===== src/rtl/cdb_arbiter_pkg.sv =====
// Shared types and constants for the common-data-bus arbiter.
//   CDB_LANES     default number of CDB broadcast lanes
//   fu_cdb_reg_t  payload a functional unit hands to the CDB
//   ptr_width()   bit width needed to hold an index into n requesters
package cdb_arbiter_pkg;

   localparam int CDB_LANES = 2;

   typedef struct packed {
      logic [5:0]  rob_id;
      logic [4:0]  rd_arch;
      logic [6:0]  rd_phy;
      logic [31:0] rd_value;
      logic [31:0] dbg_pc;
   } fu_cdb_reg_t;

   // A single requester still needs a one-bit pointer so the ports stay legal.
   function automatic int ptr_width(input int n);
      return (n > 1) ? $clog2(n) : 1;
   endfunction

endpackage


===== src/rtl/cdb_rr_pick.sv =====
// Combinational round-robin picker: finds the first set bit of req_mask
// scanning start_ptr, start_ptr+1, ... modulo NUM_REQ.
//   req_mask   in   NUM_REQ   candidate requesters
//   start_ptr  in   PTR_W     index where the scan begins
//   grant_oh   out  NUM_REQ   one-hot of the chosen requester (0 if none)
//   grant_idx  out  PTR_W     index of the chosen requester (0 if none)
//   found      out  1         a requester was chosen
module cdb_rr_pick
   import cdb_arbiter_pkg::*;
#(
   parameter int NUM_REQ = 4,
   parameter int PTR_W   = ptr_width(NUM_REQ)
) (
   input  logic [NUM_REQ-1:0] req_mask,
   input  logic [PTR_W-1:0]   start_ptr,
   output logic [NUM_REQ-1:0] grant_oh,
   output logic [PTR_W-1:0]   grant_idx,
   output logic               found
);

   logic [PTR_W-1:0] cand;

   // The found flag stops later candidates from overriding the first hit.
   always_comb begin
      grant_oh  = '0;
      grant_idx = '0;
      found     = 1'b0;
      cand      = '0;
      for (int k = 0; k < NUM_REQ; k++) begin
         cand = PTR_W'((int'(start_ptr) + k) % NUM_REQ);
         if (!found && req_mask[cand]) begin
            found          = 1'b1;
            grant_oh[cand] = 1'b1;
            grant_idx      = cand;
         end
      end
   end

endmodule


===== src/rtl/cdb_arbiter.sv =====
// Round-robin arbiter sharing NUM_LANES CDB lanes among NUM_REQ FU requesters.
// Grants are combinational (req_ready); granted payloads appear one cycle
// later on the registered cdb_valid/cdb_data lanes.
//   clk, rst    clock and synchronous active-high reset
//   flush       drops this cycle's grants, pointer holds
//   req_valid   per-requester result pending
//   req_data    per-requester payload
//   req_ready   per-requester grant (only where req_valid is set)
//   cdb_valid   per-lane registered valid, filled contiguously from lane 0
//   cdb_data    per-lane registered payload, holds when the lane is idle
module cdb_arbiter
   import cdb_arbiter_pkg::*;
#(
   parameter int NUM_REQ   = 4,
   parameter int NUM_LANES = CDB_LANES
) (
   input  logic                 clk,
   input  logic                 rst,
   input  logic                 flush,
   input  logic [NUM_REQ-1:0]   req_valid,
   input  fu_cdb_reg_t          req_data [NUM_REQ],
   output logic [NUM_REQ-1:0]   req_ready,
   output logic [NUM_LANES-1:0] cdb_valid,
   output fu_cdb_reg_t          cdb_data [NUM_LANES]
);

   localparam int PTR_W = ptr_width(NUM_REQ);

   logic [PTR_W-1:0]     rr_ptr_q, rr_ptr_d;
   logic [NUM_LANES-1:0] cdb_valid_q, cdb_valid_d;
   fu_cdb_reg_t          cdb_data_q [NUM_LANES];
   fu_cdb_reg_t          cdb_data_d [NUM_LANES];

   logic [NUM_REQ-1:0]   base_mask;
   logic [NUM_REQ-1:0]   lane_grant [NUM_LANES];
   logic [PTR_W-1:0]     lane_idx   [NUM_LANES];
   logic [NUM_LANES-1:0] lane_found;

   // Reset and flush suppress every grant at the source of the picker chain.
   assign base_mask = (rst || flush) ? '0 : req_valid;

   // Each lane scans from the same pointer; removing earlier grants from its
   // mask makes it land on the next valid requester in rotation order.
   for (genvar l = 0; l < NUM_LANES; l++) begin : g_lane
      logic [NUM_REQ-1:0] mask;
      logic [NUM_REQ-1:0] grant;

      if (l == 0) begin : g_first
         assign mask = base_mask;
      end else begin : g_next
         assign mask = g_lane[l-1].mask & ~g_lane[l-1].grant;
      end

      cdb_rr_pick #(
         .NUM_REQ (NUM_REQ),
         .PTR_W   (PTR_W)
      ) u_pick (
         .req_mask  (mask),
         .start_ptr (rr_ptr_q),
         .grant_oh  (grant),
         .grant_idx (lane_idx[l]),
         .found     (lane_found[l])
      );

      assign lane_grant[l] = grant;
   end

   always_comb begin
      req_ready = '0;
      for (int l = 0; l < NUM_LANES; l++) begin
         req_ready = req_ready | lane_grant[l];
      end
   end

   // Lanes fill in order, so the highest found lane holds the last grant and
   // its successor becomes the new pointer; with no grant the pointer holds.
   always_comb begin
      rr_ptr_d    = rr_ptr_q;
      cdb_valid_d = lane_found;
      for (int l = 0; l < NUM_LANES; l++) begin
         cdb_data_d[l] = cdb_data_q[l];
         if (lane_found[l]) begin
            cdb_data_d[l] = req_data[lane_idx[l]];
            rr_ptr_d      = (lane_idx[l] == PTR_W'(NUM_REQ - 1)) ? '0 : lane_idx[l] + 1'b1;
         end
      end
   end

   always_ff @(posedge clk) begin
      if (rst) begin
         rr_ptr_q    <= '0;
         cdb_valid_q <= '0;
         for (int l = 0; l < NUM_LANES; l++) begin
            cdb_data_q[l] <= '0;
         end
      end else begin
         rr_ptr_q    <= rr_ptr_d;
         cdb_valid_q <= cdb_valid_d;
         for (int l = 0; l < NUM_LANES; l++) begin
            cdb_data_q[l] <= cdb_data_d[l];
         end
      end
   end

   assign cdb_valid = cdb_valid_q;
   assign cdb_data  = cdb_data_q;

endmodule

===== config.mk =====
export PLATFORM = sky130hd
export DESIGN_NAME = cdb_arbiter
export DESIGN_NICKNAME = d
export VERILOG_FILES = /design/src/rtl/cdb_arbiter_pkg.sv /design/src/rtl/cdb_rr_pick.sv /design/src/rtl/cdb_arbiter.sv
export SDC_FILE = /design/constraint.sdc
export NUM_CORES = 1
export LEC_CHECK = 0
export CORE_AREA = 2 2 194 196
export CTS_CLUSTER_SIZE = 24
export DETAILED_ROUTE_END_ITERATION = 8
export DIE_AREA = 0 0 196 198
export PLACE_DENSITY_LB_ADDON = 0.08
export SLEW_MARGIN = 20
export SYNTH_ARGS = -nofsm -noshare
export SYNTH_HDL_FRONTEND = slang
export SYNTH_SLANG_ARGS = --single-unit

===== constraint.sdc =====
create_clock -name clk -period 7 [get_ports clk]
set_clock_uncertainty 0.05 [all_clocks]
set_input_delay 1.4 -clock clk [delete_from_list [all_inputs] [get_ports clk]]
set_output_delay 1.4 -clock clk [all_outputs]
set_load 0.02 [all_outputs]

# After elaboration in Yosys (flattened, before gate mapping)
# Cells that the tools add are included.
[totals]
regBits = 168
inputBits = 335
out_inout_bits = 170
word_cells = 117
[classes]
add_sub_neg = 5
n_lt_le_gt_ge = 10
n_eq_ne = 2
mux = 59
bitwise_logic = 11
n_reduce_logical = 18
[op_table]
columns = ["operator", "n"]
rows = [
  ["$bmux W82 S2", 2],
  ["$mux W82", 4],
  ["$mux W4", 9],
  ["$or A4 B4 Y4", 7],
  ["$mux W2", 12],
  ["$mux W1", 20],
  ["$bmux W1 S2", 8],
  ["$lt A2 B3 Y1 const B", 4],
  ["$logic_and A1 B1 Y1", 10],
  ["$demux W1 S2", 4],
  ["$ge A2 B1 Y1 const B", 4],
  ["$add A2 B1 Y2 const B", 3],
  ["$ge A3 B3 Y1 const B", 2],
  ["$logic_not A1 Y1", 6],
  ["$not A2 Y3", 2],
  ["$add A2 B2 Y2 const B", 2],
  ["$and A4 B4 Y4", 1],
  ["$eq A2 B2 Y1 const B", 2],
  ["$not A4 Y4", 1],
  ["$reduce_bool A2 Y1", 1],
  ["$logic_or A1 B1 Y1", 1],
]

# Depth between registers and ports, before layout
# Gate-level depths: netlist (run 1).
[logic_depth]
word_depth = 32
mapped_depth = 19
depth_no_buf = 11

# Hierarchy
# Synthesis (run 1) repeated with hierarchy kept, for this count alone.
[hier_totals]
cells_unflattened = 1053
area_unflattened_um2 = 11727.5
[modules_own_cells]
columns = ["module", "instances", "cells_each", "area_each_um2", "seq_area_each_um2"]
rows = [
  ["cdb_arbiter", 1, 963, 10886.7, 3363.2],
  ["cdb_rr_pick at g_lane[0].u_pick", 1, 45, 421.7, 0.0],
  ["cdb_rr_pick at g_lane[1].u_pick", 1, 45, 419.2, 0.0],
]

# Worst setup path before layout (run 1)
# No wires, ideal clock.
[synth_timing]
kind = "reg2out"
from = "register (tool-made name)"
to = "output req_ready[2]"
t_arrival_ps = 4336
required_ps = 5550
slack_ps = 1214
stages_incl_launch_ff = 16
path_buffers = 5
path_cell_list = "dfxtp_1 -> buf_2 -> buf_1 -> clkinv_1 -> ha_1 -> buf_2 -> or3b_1 -> clkbuf_1 -> o22ai_2 -> buf_4 -> o41ai_2 -> a2111oi_2 -> o2111ai_1 -> a2111oi_4 -> nor2_1 -> o2111ai_1"
[synth_rtl]
columns = ["element", "line_no", "text"]
rows = [
  ["to (decl)", "cdb_arbiter.sv:22", "output logic [NUM_REQ-1:0] req_ready,"],
]

# Worst setup path in the final report (run 1)
[layout_timing]
from = "input flush"
to = "output req_ready[3]"
[layout_between]
elab_chain_len = 29
word_cells_on_any_way = 53
classes_between = "mux (31); bitwise (9); reduce/logical (13)"
[layout_rtl]
columns = ["element", "line_no", "text"]
rows = [
  ["from (decl)", "cdb_arbiter.sv:19", "input logic flush,"],
  ["$logic_or A1 B1 Y1 *", "cdb_arbiter.sv:40", "assign base_mask = (rst || flush) ? '0 : req_valid;"],
  ["$mux W4 *", "cdb_arbiter.sv:40", ""],
  ["$bmux W1 S2", "cdb_rr_pick.sv:31", "if (!found && req_mask[cand]) begin"],
  ["$mux W1 (not written as such)", "cdb_rr_pick.sv:31", ""],
  ["$mux W1", "cdb_rr_pick.sv:31", ""],
  ["$logic_not A1 Y1", "cdb_rr_pick.sv:31", ""],
  ["$logic_and A1 B1 Y1", "cdb_rr_pick.sv:31", ""],
  ["$mux W1", "cdb_rr_pick.sv:31", ""],
  ["[... 13 more ...]", "-", ""],
  ["$mux W1", "cdb_rr_pick.sv:31", ""],
  ["$logic_not A1 Y1", "cdb_rr_pick.sv:31", ""],
  ["$logic_and A1 B1 Y1", "cdb_rr_pick.sv:31", ""],
  ["$mux W1", "cdb_rr_pick.sv:31", ""],
  ["$logic_not A1 Y1", "cdb_rr_pick.sv:31", ""],
  ["$logic_and A1 B1 Y1", "cdb_rr_pick.sv:31", ""],
  ["$mux W4", "cdb_rr_pick.sv:31", ""],
  ["$or A4 B4 Y4 *", "cdb_arbiter.sv:71", "req_ready = req_ready | lane_grant[l];"],
]
# Every way passes the cells marked *; elsewhere a longest branch is shown, timed or not. The select of a mux whose other input is x is not followed.

==> run summary, run 1 <==
worst-margin pin slew: 1.045 ns
DR DRC count: 0
Site Rows: 71
GRT Residual Overflow: 0
fin. max-slew vios: 0
Post-Layout Cell Count: 2608
Synthesis Warnings: 0
CP Capture Type: output pin
Finished Cell Area: 18310 sq um
die width: 196 um
type of the worst setup path: input pin to output pin
RSZ-0062 raised after global routing: true
Layout Utilization: 0.4954
hold path start: cdb_data[106]
crit path max fanout: 9
worst hold path type: flop to flop
# nets final: 2447
Syn Area/Cell: 7.007 sq um
CP arrival: 5.40 ns
Clock Sinks: 168
HPWL Detailed: 40.80 mm
Post-Syn Area: 12200 sq um
vias in the first global route: 14600
syn nets: 2083
post-CTS setup buffer count: 0
most common cell after layout, fill and taps aside: nand2_1
fraction of registers with async set/reset: 0
max cap viols: 0
internal power: 3.599 mW
# IOs: 505
slew margin rel.: 0.3031
worst slack, placed: 0.1313 ns
dpl cell area: 17630 sq um
Vias/cell: 5.909
number of synthesized flops with an enable pin: 0
max frequency: 146.0 MHz
routed via count: 15410
Final Cycle Share: 0.9788
drt initial violations: 1155
Design Power: 7.148 mW
Pleak: 7.171 nW
Post-DRT Antenna Nets: 0
DR pass1 iterations: 5
CTS tree: yes
WL per Instance: 24.24 um
Clock Path Buffers: 2
Initial Utilization: 0.3301
final hold viol count: 0
Net Sw Power: 3.549 mW
gr usage total: 0.3139
P per Cell Area: 390.5 nW/um^2
fin worst setup slack: 0.1487 ns
hold slack: 0.3995 ns
Sw Share: 0.4965
combinational share of power: 0.647
outcome: finished clean
die height: 198 um
cts bufs inserted: 17
largest net degree at the start of global routing: 166
hold_buf cts: 0
Routed Wire Length: 63.21 mm
Seq pwr share: 0.208
initial antenna violation count: 21
CP startpoint: flush
Syn-to-layout area delta: 50.07%
first-pass GRT wire length: 93.86 mm
share of layout cells above drive strength 1: 0.04910
area of the die: 38810 sq um
crit start category: input pin
Seq/Total Area, Yosys: 0.2757
R2R setup slack: 2.18 ns
Synth cell types: 61
Clock transition at path regs: 0.06 ns
worst skew pair latency: 0.45 ns
number of fill cells in the layout: 3668
worst endpoint required time: 5.55 ns
Core ar.: 36960 sq um
Synth Register Bits: 168
clock root buffer: clkbuf_16
commonest non-fill, non-tap cells in the layout: 504 x nand2_1, 501 x clkdlybuf4s50_1, 168 x dfxtp_1
H-tree depth: 4
setup TNS: 0 ns
clock period minus worst slack: 6.851 ns
Clock power frac: 0.144
# setup viols final: 0
Placer Congestion: 0.8831
ys flop type: dfxtp_1
Peak VDD IR: 345.8 uV
I/O Buffers: 504
Cells after Synth: 1741
DP Cell Count: 2560
Post-CTS Resized: 0
registers in the layout (all words and copies together), names as in the netlist, named ones only:
register and count:
rr_ptr_q 1, cdb_valid 2, cdb_data 164
logic make-up (layout without fill, tap and decap cells):
logic type / Yosys count / in the layout / share of synthesized area
other: 0 / 16 / 0
muxes: 5 / 5 / 0.004821
adders and majority gates: 7 / 7 / 0.007179
xor gates and xnor gates: 2 / 2 / 0.001436
DFF: 168 / 168 / 0.2757
AOI/OAI and AO/OA: 466 / 466 / 0.2932
and+or+nand+nor: 877 / 877 / 0.3469
buffers and inverters: 216 / 593 / 0.07077
power by group through the flow:
stage	Clock, mW	Sequential (mW)	Combinational [mW]
after global placement	0	1.49	4.58
after CTS	1.05	1.49	4.61
after global routing	1.08	1.53	4.99
after floorplan	0	1.90	2.24
final	1.03	1.49	4.63
after detailed placement	0	1.50	4.59
path summary, 6_finish.rpt:
path | endpoint | cells after the start
min | cdb_data[106] | 2
min reg2reg | cdb_data[106] | 2
max reg2reg | cdb_data[22] | 13
max | req_ready[3] | 11
final cells by class:
cell class,count,area (sq um),area share
flip-flops and latches,168,3363,0.1837
diodes,16,40.04,0.002187
clock inverters,10,142.6,0.007791
repair buffers,551,5550,0.3032
clock buffers,22,464.2,0.02536
inverters,10,38.79,0.002119
multi-input cells,1357,8115,0.4433
well taps,474,593.1,0.03239
critical path: stages:
cell and delay (ns):
clkdlybuf4s50_1 0.56, or3b_1 0.52, o22a_1 0.34, o41ai_2 0.54, a2111oi_4 0.11, a2111o_1 0.45, a2111oi_4 0.39, nor2_1 0.13
o2111ai_1 0.20, a21o_1 0.13, clkdlybuf4s50_1 0.62
cell usage after synthesis, types with 4 or more instances:
| cell type | number | area share |
|---|---|---|
| nand2_1 | 505 | 0.16 |
| clkbuf_1 | 169 | 0.052 |
| dfxtp_1 | 168 | 0.28 |
| and3_1 | 166 | 0.085 |
| nand3_1 | 90 | 0.037 |
| o211ai_1 | 87 | 0.054 |
| a2111oi_0 | 84 | 0.060 |
| a21oi_1 | 83 | 0.034 |
| a221oi_1 | 83 | 0.060 |
| o31ai_1 | 83 | 0.051 |
| nand3b_1 | 82 | 0.050 |
| buf_2 | 15 | 0.0062 |
| buf_1 | 14 | 0.0043 |
| inv_1 | 9 | 0.0028 |
| nor2_1 | 8 | 0.0025 |
| buf_4 | 7 | 0.0043 |
| ha_1 | 7 | 0.0072 |
| a31oi_1 | 4 | 0.0021 |
| nand4_1 | 4 | 0.0021 |
| nor4_1 | 4 | 0.0021 |
| o21ai_0 | 4 | 0.0016 |
| o22a_1 | 4 | 0.0029 |
| or3_1 | 4 | 0.0021 |
layer usage:
metal  part of all wire  global-route usage  wire [um]
met1               0.40              0.3808      25250
met2               0.47              0.5185      29530
met5            0.00097                   0         61
met4              0.037              0.1299       2319
met3              0.096             0.09402       6045
Note: power is estimated with default switching activity, not from simulation.
==> run 2, diff against run 1 <==
--- a/config.mk
+++ b/config.mk
@@ -9,7 +9,7 @@
 export CTS_CLUSTER_SIZE = 24
 export DETAILED_ROUTE_END_ITERATION = 8
 export DIE_AREA = 0 0 196 198
-export PLACE_DENSITY_LB_ADDON = 0.08
+export PLACE_DENSITY_LB_ADDON = 0.3
 export SLEW_MARGIN = 20
 export SYNTH_ARGS = -nofsm -noshare
 export SYNTH_HDL_FRONTEND = slang
==> run 2 against run 1 <==
  * Design area is 0.38% lower
  * Register-to-register slack better by 0.07 ns
  * Sequential power hardly changed
  * Clock power is 3% lower
  * Cell count is 0.38% lower
  * Flip-flop and latch count stayed put
  * Worst setup slack better by 0.043 ns
  * Largest cell class unchanged
  * Count of clock-buffer cells in the layout stayed put
  * Non-clock buffer count is 4 lower
==> run summary, run 2 (synthesized netlist as in run 1, its figures left out) <==
R2R depth: 12
area of the die: 38810 sq um
first-pass GRT wire length: 88.74 mm
die width: 196 um
fin. max-slew vios: 0
cts bufs inserted: 17
clock root buffer: clkbuf_16
WL per Instance: 22.80 um
DR pass1 iterations: 6
Finished Cell Area: 18240 sq um
most common cell after layout, fill and taps aside: nand2_1
crit start category: input pin
I/O Buffers: 504
slew margin rel.: 0.2462
outcome: finished clean
type of the worst setup path: input pin to output pin
commonest non-fill, non-tap cells in the layout: 504 x nand2_1, 503 x clkdlybuf4s50_1, 168 x dfxtp_1
worst slack, placed: 0.09077 ns
Post-DRT Antenna Nets: 0
CTS tree: yes
H-tree depth: 4
max cap viols: 0
Routed Wire Length: 59.25 mm
final hold viol count: 0
HPWL Detailed: 38.94 mm
CP Capture Type: output pin
worst skew pair latency: 0.45 ns
crit path max fanout: 10
Placer Congestion: 0.8868
DP Cell Count: 2556
WHS Path Cells: 2
P per Cell Area: 388.0 nW/um^2
GRT Residual Overflow: 0
DR DRC count: 0
clock period minus worst slack: 6.808 ns
# nets final: 2443
share of layout cells above drive strength 1: 0.04638
drt initial violations: 1298
gr usage total: 0.2920
# setup viols final: 0
number of fill cells in the layout: 3630
worst endpoint required time: 5.55 ns
Clock transition at path regs: 0.06 ns
Final Cycle Share: 0.9726
Clock Sinks: 168
worst-margin pin slew: 1.131 ns
# IOs: 505
routed via count: 15570
Initial Utilization: 0.3301
largest net degree at the start of global routing: 168
fin worst setup slack: 0.1920 ns
Syn-to-layout area delta: 49.51%
initial antenna violation count: 11
max frequency: 146.9 MHz
setup TNS: 0 ns
hold_buf cts: 0
Core ar.: 36960 sq um
worst hold path type: flop to flop
RSZ-0062 raised after global routing: false
Clock Path Buffers: 2
CP arrival: 5.36 ns
Pleak: 7.118 nW
Design Power: 7.077 mW
die height: 198 um
vias in the first global route: 14550
dpl cell area: 17610 sq um
Peak VDD IR: 247.1 uV
Vias/cell: 5.991
Post-Layout Cell Count: 2598
Site Rows: 71
max reg flops: 164
[run 2: cell types whose count changed in the layout (fill, tap and decap cells not counted), sizes merged]
cell,delta
buf,-4
clkdlybuf4s50,+2
clkinv,+4
clkinvlp,-3
diode,-5
dlymetal6s2s,-2
inv,-2
[run 2: area by class of cell]
type / count / area (sq um) / area share
multi-input cells: 1357 / 8118 / 0.4451
repair buffers: 547 / 5528 / 0.3031
flip-flops and latches: 168 / 3363 / 0.1844
well taps: 474 / 593.1 / 0.03252
clock buffers: 22 / 444.2 / 0.02435
clock inverters: 9 / 126.4 / 0.006929
inverters: 10 / 38.79 / 0.002127
diodes: 11 / 27.53 / 0.001509
[run 2: critical path, stage by stage]
cell and delay (ns):
clkdlybuf4s50_1 0.54, or3b_1 0.51, o22a_1 0.23, buf_4 0.17, a311o_1 0.34, a211oi_1 0.47
o2111ai_1 0.23, a2111oi_4 0.39, nor2_1 0.13, o2111ai_1 0.21, a21o_1 0.12, clkdlybuf4s50_1 0.60
[run 2: what timing repair did]
item,CTS,global route
endpoints found under the setup margin,0,4
endpoints found under the hold margin,0,0
resized for setup,0,4
setup buffers,0,0
[run 2: path summary, 6_finish.rpt]
| check | from | to | slack [ns] |
|---|---|---|---|
| max | flush | req_ready[3] | 0.19 |
| min | cdb_data[139] | cdb_data[139] | 0.40 |
| max reg2reg | flop | cdb_data[12] | 2.25 |
| min reg2reg | cdb_data[139] | cdb_data[139] | 0.40 |
[run 2: per-stage QoR]
| step | utilization | hold WS (ns) |
|---|---|---|
| 6_report | 0.4935 | 0.4002 |
| 5_1_grt | 0.4933 | 0.4131 |
| 4_1_cts | 0.4919 | 0.4022 |
| 3_5_place_dp | 0.4765 | 0.3934 |
| 3_3_place_gp | 0.4765 | 0.3881 |
| 2_1_floorplan | - | 0.4804 |
[run 2: per-layer routing]
metal  vias to the layer above  track usage  routed length [um]  share of wire
met4                         4       0.1355                2719          0.046
met1                      7298       0.3671               23330           0.39
li1                       7190            -                   -              -
met5                         -            0                  25        0.00042
met3                       155      0.07035                5502          0.093
met2                       918       0.4724               27670           0.47
[run 2: power by group]
group	leakage, nW	internal, mW	switching (mW)
Combinational	5.46	1.71	2.88
Clock	0.278	0.558	0.437
Sequential	1.39	1.30	0.183
Total	7.12	3.58	3.50
